==> src/rtl/serial_adder.sv <==
// Bit-serial adder/subtractor: one full-adder cell plus a carry flop.
// Operands shift LSB-first; results publish together with a done pulse.
module serial_adder #(
  parameter int WIDTH = 8
) (
  input  logic             clk,
  input  logic             rst,
  input  logic             start,
  input  logic             sub,
  input  logic [WIDTH-1:0] A,
  input  logic [WIDTH-1:0] B,
  output logic             busy,
  output logic             done,
  output logic [WIDTH-1:0] S,
  output logic             Cout,
  output logic             V
);

  localparam int CW = (WIDTH > 2) ? $clog2(WIDTH) : 1;
  localparam logic [CW-1:0] LAST = CW'(WIDTH - 1);

  typedef enum logic [1:0] {
    IDLE = 2'd0,
    RUN  = 2'd1,
    DONE = 2'd2
  } state_t;

  state_t state;
  state_t state_nx;

  logic [WIDTH-1:0] a_sr;
  logic [WIDTH-1:0] b_sr;
  logic [WIDTH-2:0] sum_sr;
  logic [CW-1:0]    cnt;
  logic             carry;

  logic             load;
  logic             shift;
  logic             last;
  logic             s_bit;
  logic             c_bit;
  logic [WIDTH-1:0] sum_nx;

  // Single full-adder cell on the current LSBs.
  always_comb begin
    s_bit  = a_sr[0] ^ b_sr[0] ^ carry;
    c_bit  = (a_sr[0] & b_sr[0])
           | (a_sr[0] & carry)
           | (b_sr[0] & carry);
    sum_nx = {s_bit, sum_sr};
  end

  // State register.
  always_ff @(posedge clk) begin
    if (rst) state <= IDLE;
    else     state <= state_nx;
  end

  // Next state and datapath controls.
  always_comb begin
    state_nx = state;
    load     = 1'b0;
    shift    = 1'b0;
    last     = 1'b0;
    unique case (state)
      IDLE: begin
        if (start) begin
          load     = 1'b1;
          state_nx = RUN;
        end
      end
      RUN: begin
        shift = 1'b1;
        if (cnt == LAST) begin
          last     = 1'b1;
          state_nx = DONE;
        end
      end
      DONE: begin
        if (start) begin
          load     = 1'b1;
          state_nx = RUN;
        end else begin
          state_nx = IDLE;
        end
      end
      default: state_nx = IDLE;
    endcase
  end

  // Operand load, serial shift and result publication.
  always_ff @(posedge clk) begin
    if (rst) begin
      a_sr   <= '0;
      b_sr   <= '0;
      sum_sr <= '0;
      cnt    <= '0;
      carry  <= 1'b0;
      S      <= '0;
      Cout   <= 1'b0;
      V      <= 1'b0;
    end else if (load) begin
      a_sr   <= A;
      b_sr   <= sub ? ~B : B;
      sum_sr <= '0;
      carry  <= sub;
      cnt    <= '0;
    end else if (shift) begin
      a_sr   <= a_sr >> 1;
      b_sr   <= b_sr >> 1;
      sum_sr <= sum_nx[WIDTH-1:1];
      carry  <= c_bit;
      cnt    <= cnt + 1'b1;
      if (last) begin
        // carry here is the carry into the MSB
        S    <= sum_nx;
        Cout <= c_bit;
        V    <= c_bit ^ carry;
      end
    end
  end

  // Status flags decode directly from state.
  always_comb begin
    busy = (state == RUN);
    done = (state == DONE);
  end

endmodule

==> config.mk <==
export PLATFORM = sky130hd
export DESIGN_NAME = serial_adder
export DESIGN_NICKNAME = d
export VERILOG_FILES = /design/src/rtl/serial_adder.sv
export SDC_FILE = /design/constraint.sdc
export NUM_CORES = 1
export LEC_CHECK = 0
export CORE_ASPECT_RATIO = 1.75
export CORE_UTILIZATION = 50
export CTS_BUF_LIST = sky130_fd_sc_hd__clkbuf_16
export DETAILED_ROUTE_END_ITERATION = 12
export MAX_ROUTING_LAYER = met4
export PLACE_DENSITY = 0.78
export REMOVE_ABC_BUFFERS = 1
export SYNTH_ARGS = -nofsm -noshare
export SYNTH_HDL_FRONTEND = slang
export SYNTH_SLANG_ARGS = --single-unit
==> constraint.sdc <==
create_clock -name clk -period 1.7 [get_ports clk]
set_clock_uncertainty 0.1 [all_clocks]
set_input_delay 0.425 -clock clk [delete_from_list [all_inputs] [get_ports clk]]
set_output_delay 0.425 -clock clk [all_outputs]
set_load 0.005 [all_outputs]
==> reports/qor.txt <==
Initial Utilization -> 52.3%
global router's overall resource usage -> 22.6%
Yosys cell types -> 29
pin count of the biggest net entering global routing -> 27
status -> finished clean
VDD IR max -> 0.852 mV
Clk pin slew, worst setup/hold paths -> 0.06 ns
Port Buffers -> 31
# rows -> 27
Synthesis Warnings -> 0
Post-Place Cells -> 258
critical path cell sequence -> clkdlybuf4s50_1
final WL -> 3.52 mm
critical path type -> register to primary output
worst path bufs/invs -> 1
fin. max-slew vios -> 0
Startpoint Class -> register
Hold Slack -> 0.351 ns
DP HPWL -> 2.59 mm
RSZ-0062 raised after global routing -> no
GP Congestion -> 0.715
slowest stage cell, crit path -> clkdlybuf4s50_1
CTS Buf Count -> 5
final hold vios -> 0
synthesis-to-layout area growth -> 31.5%
max-cap violation count -> 0
Crit path required time -> 1.17 ns
Max Freq -> 612 MHz
number of global-route vias before repair -> 1315
CTS tree -> built
# diodes -> 0
Yosys reg bits -> 39
Ports -> 32
clk_lat worst skew -> 0.28 ns
leak pwr -> 0.786 nW
period utilization -> 96.2%
clock tree sinks -> 39
Arrival @ worst endpoint -> 1.11 ns
DR vias/cell -> 5.38
post-route ant nets -> 0
FF/Latch Area -> 783 sq um
CTS root buffer -> clkbuf_16
mean post-synth cell area -> 8.83 sq um
number of fill cells -> 255
Total Nets Final -> 245
total gr overflow -> 0
Die H -> 77.8 microns
hold crit path type -> register to register
Seq/Total Area, Yosys -> 47.5%
Power Dens Cells -> 993 nW/um^2
DRT Pass-1 Iters -> 4
Setup Slack @ Placement -> -0.00988 ns
Post-Syn Instances -> 186
Mapped Area -> 1640 sq um
Least-Margin Pin Slew -> 0.401 ns
TNS Setup -> 0 ns
minimum clock period -> 1.63 ns
layout cells sized above 1 -> 13.0%
DR vias -> 1431
Residual DRC -> 0
Die ar. -> 3530 sq um
Multi-input gate area -> 756 sq um
worst-case clock buffer depth -> 2
Final WS setup -> 0.0653 ns
CP max stage delay -> 0.50 ns
kind of end point of the critical path -> primary output
PnR Total Power -> 2.14 mW
worst-path fanout max -> 2
initial drt markers -> 30
H-tree depth -> 2
Layout Cells excl Fill -> 266
Setup Fix Bufs, Post-CTS -> 0
CP delay by family, top -> buffers and inverters
initial antenna violation count -> 0
endpoints failing setup -> 0
slew margin rel. -> 73.2%
Die Width -> 45.3 microns
global-route wire length before repair -> 5.66 mm
wire per inst -> 13.2 microns
core footprint -> 3140 sq um
Yosys cell counts:
cell | instances | area [sq um]
xor2_1 | 8 | 70.1
buf_1 | 1 | 3.75
xnor2_1 | 2 | 17.5
buf_6 | 4 | 45.0
inv_6 | 1 | 8.76
mux2i_1 | 1 | 10.0
nor2_2 | 1 | 6.26
a22oi_2 | 2 | 25.0
ha_1 | 2 | 25.0
and3b_1 | 1 | 8.76
o21a_1 | 1 | 7.51
buf_4 | 2 | 15.0
dfxtp_1 | 39 | 781
buf_2 | 6 | 30.0
fa_1 | 1 | 20.0
nor2_1 | 4 | 15.0
nand3_1 | 9 | 45.0
buf_8 | 1 | 15.0
nand3b_1 | 1 | 7.51
a311oi_2 | 1 | 15.0
o22ai_1 | 6 | 37.5
nand2b_1 | 3 | 18.8
clkbuf_1 | 1 | 3.75
a22oi_1 | 6 | 45.0
a21oi_1 | 27 | 135
nor3_1 | 13 | 65.1
nor2b_1 | 2 | 12.5
a211oi_1 | 1 | 7.51
nand2_1 | 39 | 146
layout by cell type, fill, tap and decap left out:
cell type	n
dfxtp_1	37
nor2_2	1
dfxtp_2	2
mux2i_1	1
nand2b_4	1
a311oi_2	1
nand2_1	39
nand3_1	9
nor3_1	13
xor2_1	8
nor2b_4	1
xnor2_1	2
o22ai_1	6
nor2_1	4
a21oi_1	27
a22oi_1	6
nand3b_1	1
a22oi_2	2
clkdlybuf4s50_1	29
buf_12	1
o21a_1	1
nor2b_1	1
clkinvlp_4	1
inv_6	1
dlygate4sd2_1	2
nand2b_1	2
clkbuf_16	5
buf_4	12
clkinv_2	1
a211oi_1	1
inv_1	1
ha_1	2
and3b_1	1
fa_1	1
per-layer routing:
metal / GRT usage (%) / wire length [microns] / share of wire [%]
met5: - / 0 / 0
met2: 38.3 / 2020 / 57
met3: 5.58 / 142 / 4.0
met4: 10.3 / 82 / 2.3
met1: 23.5 / 1280 / 36
metrics by stage:
step | instance area [sq um] | util (%)
final | 2160 | 68.8
after global placement | 2000 | 63.8
after detailed placement | 2000 | 63.8
after floorplan | 1530 | -
after CTS | 2160 | 68.8
after global routing | 2160 | 68.8
final cells by class:
class | count | share of cell area, %
repair buffers | 44 | 19.3
well taps | 43 | 2.49
flip-flops and latches | 39 | 36.2
clock buffers | 5 | 5.79
clock inverters | 3 | 0.753
multi-input cells | 131 | 35.0
inverters | 1 | 0.405
worst paths after layout:
kind,start,end,slack [ns],cells after the start
setup / recovery,S[2],S[2],0.07,1
hold / removal,S[5],S[5],0.35,2
hold reg to reg,S[5],S[5],0.35,2
setup reg to reg,cnt[0],V,0.13,5
registers in the layout, indices dropped and copies added (netlist names):
signal / count
V: 1
S: 8
carry: 1
sum_sr: 7
cnt: 3
b_sr: 8
state: 2
Cout: 1
a_sr: 8
report_power, final:
part / leakage [nW] / internal [mW] / switching [mW]
clock network: 0.0710 / 0.534 / 0.351
logic: 0.396 / 0.137 / 0.138
registers: 0.319 / 0.956 / 0.0283
total: 0.786 / 1.63 / 0.517
timing repair:
action,in CTS,in global routing
endpoints found under the setup margin,2,0
resized for setup,8,0
hold buffers,0,0
endpoints found under the hold margin,0,0
kinds of logic after synthesis:
logic type      after synthesis  synth area share (%)
mux                           1                 0.609
compound gates               44                  16.6
buf+inv                      16                  7.39
fa+ha+maj                     3                  2.74
simple gates                 73                  19.8
xor+xnor                     10                  5.33
flops                        39                  47.5
Note: power is estimated with default switching activity, not from simulation.
